===== config.mk =====
export PLATFORM = sky130hd
export DESIGN_NAME = pc_ras_unit
export DESIGN_NICKNAME = d
export VERILOG_FILES = /design/src/rtl/pc_ras_unit.sv
export SDC_FILE = /design/constraint.sdc
export NUM_CORES = 1
export LEC_CHECK = 0
export BUFFER_PORTS_ARGS = -buffer_cell sky130_fd_sc_hd__buf_4
export CAP_MARGIN = 15
export CORE_AREA = 10 10 158 160
export CTS_CLUSTER_DIAMETER = 80
export DETAILED_ROUTE_END_ITERATION = 8
export DIE_AREA = 0 0 168 170
export PLACE_DENSITY_LB_ADDON = 0.08
export SETUP_SLACK_MARGIN = 0.15
export SLEW_MARGIN = 20
export SYNTH_ARGS = -nofsm -noshare
export SYNTH_HDL_FRONTEND = slang
export SYNTH_SLANG_ARGS = --single-unit

===== constraint.sdc =====
create_clock -name clk -period 8.3 [get_ports clk]
set_input_delay 0.83 -clock clk [delete_from_list [all_inputs] [get_ports clk]]
set_output_delay 0.83 -clock clk [all_outputs]
set_load 0.1 [all_outputs]

===== src/rtl/pc_ras_unit.sv =====
// rtl/pc_ras_unit.sv - fetch program counter with circular return-address stack
//
// Purpose: holds the fetch address and computes the next one from stall,
// return, redirect and sequential requests (in that priority). Calls push the
// link address onto a circular RAS; returns pop it, so the return target needs
// no register-file read.
//
// Ports:
//   clk, rst            clock; synchronous active-low reset
//   reset_addr          boot address, loaded every reset cycle
//   stall               hold pc and RAS, drop all requests
//   redirect_valid/addr branch/jump target
//   call                push link address (only with redirect_valid)
//   ret                 pop RAS and jump to the popped address
//   ret_fallback_addr   return target when the RAS is empty
//   pc                  registered fetch address
//   link_addr           pc + STEP
//   ras_count/empty/full  RAS occupancy
//   ras_overflow/underflow  sticky error flags, cleared by reset only
module pc_ras_unit #(
  parameter int ADDR_W    = 32,
  parameter int STEP      = 4,
  parameter int RAS_DEPTH = 8,
  parameter int CNT_W     = $clog2(RAS_DEPTH + 1)
) (
  input  logic              clk,
  input  logic              rst,
  input  logic [ADDR_W-1:0] reset_addr,
  input  logic              stall,
  input  logic              redirect_valid,
  input  logic [ADDR_W-1:0] redirect_addr,
  input  logic              call,
  input  logic              ret,
  input  logic [ADDR_W-1:0] ret_fallback_addr,
  output logic [ADDR_W-1:0] pc,
  output logic [ADDR_W-1:0] link_addr,
  output logic [CNT_W-1:0]  ras_count,
  output logic              ras_empty,
  output logic              ras_full,
  output logic              ras_overflow,
  output logic              ras_underflow
);

  localparam int PTR_W = $clog2(RAS_DEPTH);

  logic [ADDR_W-1:0] ras_mem [RAS_DEPTH];

  logic [ADDR_W-1:0] pc_q, pc_d;
  logic [PTR_W-1:0]  top_q, top_d;
  logic [CNT_W-1:0]  count_q, count_d;
  logic              ovf_q, ovf_d;
  logic              unf_q, unf_d;

  logic              wr_en;
  logic [PTR_W-1:0]  wr_ptr;
  logic              push_req;
  logic              is_empty;
  logic              is_full;

  assign link_addr = pc_q + ADDR_W'(STEP);
  assign push_req  = call & redirect_valid;
  assign is_empty  = (count_q == '0);
  assign is_full   = (count_q == CNT_W'(RAS_DEPTH));

  always_comb begin
    pc_d    = pc_q;
    top_d   = top_q;
    count_d = count_q;
    ovf_d   = ovf_q;
    unf_d   = unf_q;
    wr_en   = 1'b0;
    wr_ptr  = top_q + PTR_W'(1);

    if (!stall) begin
      if (ret) begin
        if (!is_empty) begin
          pc_d = ras_mem[top_q];
          if (push_req) begin
            // Tail call: replace the popped entry in place, depth unchanged.
            wr_en  = 1'b1;
            wr_ptr = top_q;
          end else begin
            top_d   = top_q - PTR_W'(1);
            count_d = count_q - CNT_W'(1);
          end
        end else begin
          pc_d  = ret_fallback_addr;
          unf_d = 1'b1;
          if (push_req) begin
            wr_en   = 1'b1;
            top_d   = top_q + PTR_W'(1);
            count_d = CNT_W'(1);
          end
        end
      end else if (redirect_valid) begin
        pc_d = redirect_addr;
        if (call) begin
          // When full the pointer wraps onto the oldest entry and overwrites it.
          wr_en = 1'b1;
          top_d = top_q + PTR_W'(1);
          if (is_full) ovf_d = 1'b1;
          else         count_d = count_q + CNT_W'(1);
        end
      end else begin
        pc_d = link_addr;
      end
    end
  end

  always_ff @(posedge clk) begin
    if (!rst) begin
      pc_q    <= reset_addr;
      top_q   <= '0;
      count_q <= '0;
      ovf_q   <= 1'b0;
      unf_q   <= 1'b0;
    end else begin
      pc_q    <= pc_d;
      top_q   <= top_d;
      count_q <= count_d;
      ovf_q   <= ovf_d;
      unf_q   <= unf_d;
    end
  end

  // Entry contents need no reset; only the pointer and count define validity.
  always_ff @(posedge clk) begin
    if (rst && wr_en) ras_mem[wr_ptr] <= link_addr;
  end

  assign pc            = pc_q;
  assign ras_count     = count_q;
  assign ras_empty     = is_empty;
  assign ras_full      = is_full;
  assign ras_overflow  = ovf_q;
  assign ras_underflow = unf_q;

endmodule


======== Word-level counts from Yosys, hierarchy flattened ========
Memories as Yosys holds them, arrays and structs flattened. A register that Yosys moved wholly into a read port is not among the register bits.
Cells that the tools add are included.
word-level totals
  input bits .............................. 102
  output and inout bits ................... 72
  register bits ........................... 41
  memories ................................ 1
  RAM bits ................................ 256
operators by class
  reductions and logical operators ........ 8
  add/subtract/negate cells ............... 5
  eq/ne operators ......................... 5
  bitwise gates (word level) .............. 3
  mux-type cells .......................... 31
memory list
  name     depth  width  rd ports  clocked after memory_dff  wr ports  line  RTL
  ras_mem  8      32     1         1                         1         46    logic [ADDR_W-1:0] ras_mem [RAS_DEPTH];
operators with widths
  operator               count
  $mux 32                5
  $mux 3                 12
  $add 32x3->32 const B  1
  $mux 4                 7
  $reduce_and 5->1       2
  $mux 1                 7
  $reduce_and 6->1       1
  $add 4x1->4 const B    1
  $eq 4x4->1 const B     1
  $logic_not 4->1        1
  $ne 2x2->1 const B     2
  $reduce_bool 2->1      2
  $sub 4x1->4 const B    1
  $add 3x1->3 const B    1
  $ne 3x2->1 const B     1
  $ne 3x3->1 const B     1
  $reduce_and 3->1       1
  $sub 3x1->3 const B    1
  $not 1->1              2
  $and 1x1->1            1
  $logic_and 1x1->1      1

======== Longest topological paths before layout ========
  depth in word-level cells ............... 7
  gate-level depth with buffers ........... 10
  gate-level depth less buffers ........... 8

======== Least setup slack after synthesis ========
OpenSTA, ideal clock, no wires.
  path kind ............................... register to register
  start ................................... register count_q[0] (netlist: ras_count[0])
  end ..................................... memory ras_mem[2][0] (enable)
  stages on the path, launching flop included .. 9
  setup time .............................. 0.425 ns
  setup slack ............................. 3.474 ns
  data required time ...................... 7.875 ns
  clock period less this slack ............ 4.826 ns
  arrival ................................. 4.402 ns
  path through ............................ dfxtp_1 > inv_1 > ha_1 > or3b_2 > inv_1 > nor2_2 > xnor2_1 > nand3b_1 > nor2b_1
between the ends
  word-level cells in the longest chain between the ends .. 4
ends and longest elaborated chain
  element                   line  RTL
  start: declaration        50    logic [CNT_W-1:0] count_q, count_d;
  start signal: assignment  120   count_q <= count_d;
  $logic_not 4->1           62    assign is_empty = (count_q == '0);
  via ras_empty             38    output logic ras_empty,
  $mux 3                    76    if (!is_empty) begin
  $mux 3                    75    if (ret) begin
  $mux 3                    74    if (!stall) begin
  end: declaration          46
The timed path passes the listed nets, and every way through them passes these cells.

======== Worst setup path after layout ========
  start ................................... register pc_q[2] (netlist: pc[2])
  end ..................................... output link_addr[26]
between the ends
  word-level cells in the longest chain between the ends .. 1
ends and longest elaborated chain
  element                   line  RTL
  start: declaration        48    logic [ADDR_W-1:0] pc_q, pc_d;
  start signal: assignment  112   pc_q <= reset_addr;
  start signal: assignment  118   pc_q <= pc_d;
  $add 32x3->32             60    assign link_addr = pc_q + ADDR_W'(STEP);
  end: declaration          36    output logic [ADDR_W-1:0] link_addr,
Every way passes these cells.

==> flow_metrics.env <==
export IMPL_cts_hold_buf=0
export IMPL_crit_path_start_kind="flop"
export IMPL_peakVddDrop_mv=0.195
export IMPL_cp_required_ns=7.47
export IMPL_grt_busiest_layer="met2"
export IMPL_yosys_warnings=0
export IMPL_mappedNetlistArea_mm2=0.0129
export IMPL_worst_pin_slew_ns=1.05
export IMPL_core_area_mm2=0.0217
export IMPL_antennaDiodeCount=0
export IMPL_layout_commonest_cell="edfxtp_1"
export IMPL_setup_tns_ns=0
export IMPL_cts_sinks=300
export IMPL_hold_path_class="reg2reg"
export IMPL_placedCellCount=1205
export IMPL_rsz0062_at_grt="no"
export IMPL_outcome="completed"
export IMPL_grt_pass1_wl_mm=51.4
export IMPL_power_density_mw_per_mm2=254
export IMPL_arrival_ns=3.42
export IMPL_cap_violations=0
export IMPL_synth_edf_count=288
export IMPL_grt_use_met1_pct=30.4
export IMPL_layout_common_cells="edfxtp_1 (288), buf_4 (183), mux4_2 (64), nor2_1 (53), nand2_1 (41)"
export IMPL_drtIter0Drc=996
export IMPL_wl_mm=34.3
export IMPL_area_growth_pct=22.1
export IMPL_drc=0
export IMPL_path_max_fanout=9
export IMPL_die_width_um=168
export IMPL_cts_setup_buffers=0
export IMPL_boundaryPins=174
export IMPL_fin_nets=1069
export IMPL_antenna_found_initial=0
export IMPL_p_leak_nw=5.33
export IMPL_routed_via_density=6.59
export IMPL_clkLatencyLatePin_ns=0.55
export IMPL_rows=54
export IMPL_io_buffers=173
export IMPL_ys_async_sr_fraction_pct=0
export IMPL_clock_skew_ns=0.0170
export IMPL_fin_cells=1265
export IMPL_relSlewSlack_pct=29.8
export IMPL_clockBufferDepth=3
export IMPL_grt_overflow_total=0
export IMPL_initial_core_util_pct=59.7
export IMPL_gp_congestion=0.853
export IMPL_tritoncts="yes"
export IMPL_drive_gt1_share_pct=35.6
export IMPL_synth_avg_cell_area_um2=16.5
export IMPL_fmax_mhz=235
export IMPL_grt_pass1_vias=8573
export IMPL_syn_inst=783
export IMPL_firstDrtPassIters=5
export IMPL_end_kind="output port"
export IMPL_clk_pin_slew_ns=0.06
export IMPL_slew_violations=0
export IMPL_numCtsBuffers=30
export IMPL_grt_max_degree=65
export IMPL_dp_hpwl_mm=22.0
export IMPL_period_minus_slack_ns=4.25
export IMPL_die_h_um=170
export IMPL_period_share_pct=51.2
export IMPL_ys_flop_type="edfxtp_1"
export IMPL_vias=8335
export IMPL_cp_slowest_stage_delay_ns=0.72
export IMPL_post_cts_resized=0
export IMPL_clockRootBuffer="clkbuf_16"
export IMPL_crit_chain="ha_1 -> nand3_1 -> or4_1 -> nor4_1 -> or2_1 -> buf_4"
export IMPL_ant_nets=0
export IMPL_synth_seq_cells=300
export IMPL_yosys_area_top_type_share_pct=66.8
export IMPL_grt_util_all_layers_pct=23.0
export IMPL_synth_area_top_cells="edfxtp_1 (67%), mux4_2 (11%), dfxtp_1 (1.9%)"
export IMPL_h_tree_depth=1
export IMPL_slowest_stage="or4_1"
export IMPL_hold_violations=0
export IMPL_dieArea_mm2=0.0286
export IMPL_grt_util_met2_pct=38.0
export IMPL_synth_nets=891
export IMPL_wl_per_cell_um=27.1
export IMPL_use_met3_pct=5.55
export IMPL_critical_path_class="reg2out"
export IMPL_synth_top_area_cell="edfxtp_1"
export IMPL_setup_viol=0
export IMPL_synth_seq_area_share_pct=68.7
export IMPL_ys_types=59
==> layer usage <==
| metal | routed length, µm | vias up | share of wire [%] |
|---|---|---|---|
| met3 | 3330 | 55 | 9.7 |
| met2 | 16700 | 485 | 49 |
| met4 | 587 | 0 | 1.7 |
| li1 | - | 3569 | - |
| met5 | 0 | - | 0 |
| met1 | 13600 | 4226 | 40 |
==> power breakdown <==
group	switching, W	total, W	internal, W
clock	0.000554	0.00144	0.000887
combinational	0.000564	0.000781	0.000217
sequential	0.0000502	0.00179	0.00174
==> cell families (layout without fill, tap and decap cells) <==
| group | Yosys count | in the layout | synth area share [%] |
|---|---|---|---|
| AND/OR/NAND/NOR | 185 | 185 | 7.29 |
| AO/OA/AOI/OAI | 130 | 130 | 7.29 |
| XOR/XNOR | 19 | 19 | 1.29 |
| adder cells (fa/ha/maj) | 6 | 6 | 0.580 |
| flip-flops | 300 | 300 | 68.7 |
| multiplexers | 83 | 83 | 12.7 |
| buffers and inverters | 60 | 262 | 2.13 |
==> cell type report <==
class,count,area [µm²]
flip-flops and latches,300,8890
inverters,14,52.6
clock buffers,40,870
well taps,280,350
multi-input cells,423,3860
repair buffers,192,1570
fillers,1337,5890
clock inverters,16,204
==> per-stage QoR <==
stage	cell area (µm²)	setup WS (ns)	hold WS, ns	power, W	util, %
global placement	14500	4.43	0.456	0.00258	67.0
CTS	15700	4.11	0.475	0.00402	72.3
finish	15800	4.05	0.471	0.00401	72.8
floorplan	12900	3.47	0.525	0.00238	-
global route	15800	3.86	0.508	0.00412	72.8
detailed placement	14600	4.41	0.460	0.00259	67.4
==> critical path: cells and delay by family, from the launching register on <==
family                   cells  cell delay [ns]
AND/OR/NAND/NOR              4             1.80
buffers and inverters        1             0.36
adder cells (fa/ha/maj)      1             0.25
flip-flops                   1             0.47
==> cells in the mapped netlist (5+ instances only) <==
| master | n |
|---|---|
| nand2_1 | 41 |
| or2_2 | 10 |
| nand3_1 | 8 |
| mux2_2 | 14 |
| inv_1 | 13 |
| a22oi_1 | 10 |
| a21oi_1 | 19 |
| ha_1 | 6 |
| mux4_2 | 64 |
| o31a_1 | 9 |
| nor2_1 | 60 |
| a221o_1 | 11 |
| edfxtp_1 | 288 |
| dfxtp_1 | 12 |
| nor3_1 | 10 |
| a31oi_1 | 22 |
| buf_2 | 10 |
| a221oi_1 | 21 |
| clkbuf_1 | 24 |
| o21ai_0 | 14 |
| buf_4 | 6 |
| xor2_1 | 13 |
| xnor2_1 | 6 |
| nand4_1 | 10 |
| mux2i_1 | 5 |
| nor4_1 | 14 |
==> flip-flops by register name (all words and copies together), names as in the netlist, named ones only <==
name           cells
ras_mem          256
pc                32
ras_count          4
top_q              3
ras_overflow       1
ras_underflow      1
==> final timing paths <==
check / startpoint / to / slack (ns) / cells after the start
setup / recovery: pc[2] / link_addr[26] / 4.05 / 6
hold / removal: ras_underflow / ras_underflow / 0.47 / 2
setup reg to reg: ras_count[0] / ras_mem[7][13] / 4.45 / 9
hold reg to reg: ras_underflow / ras_underflow / 0.47 / 2
Note: power is estimated with default switching activity, not from simulation.
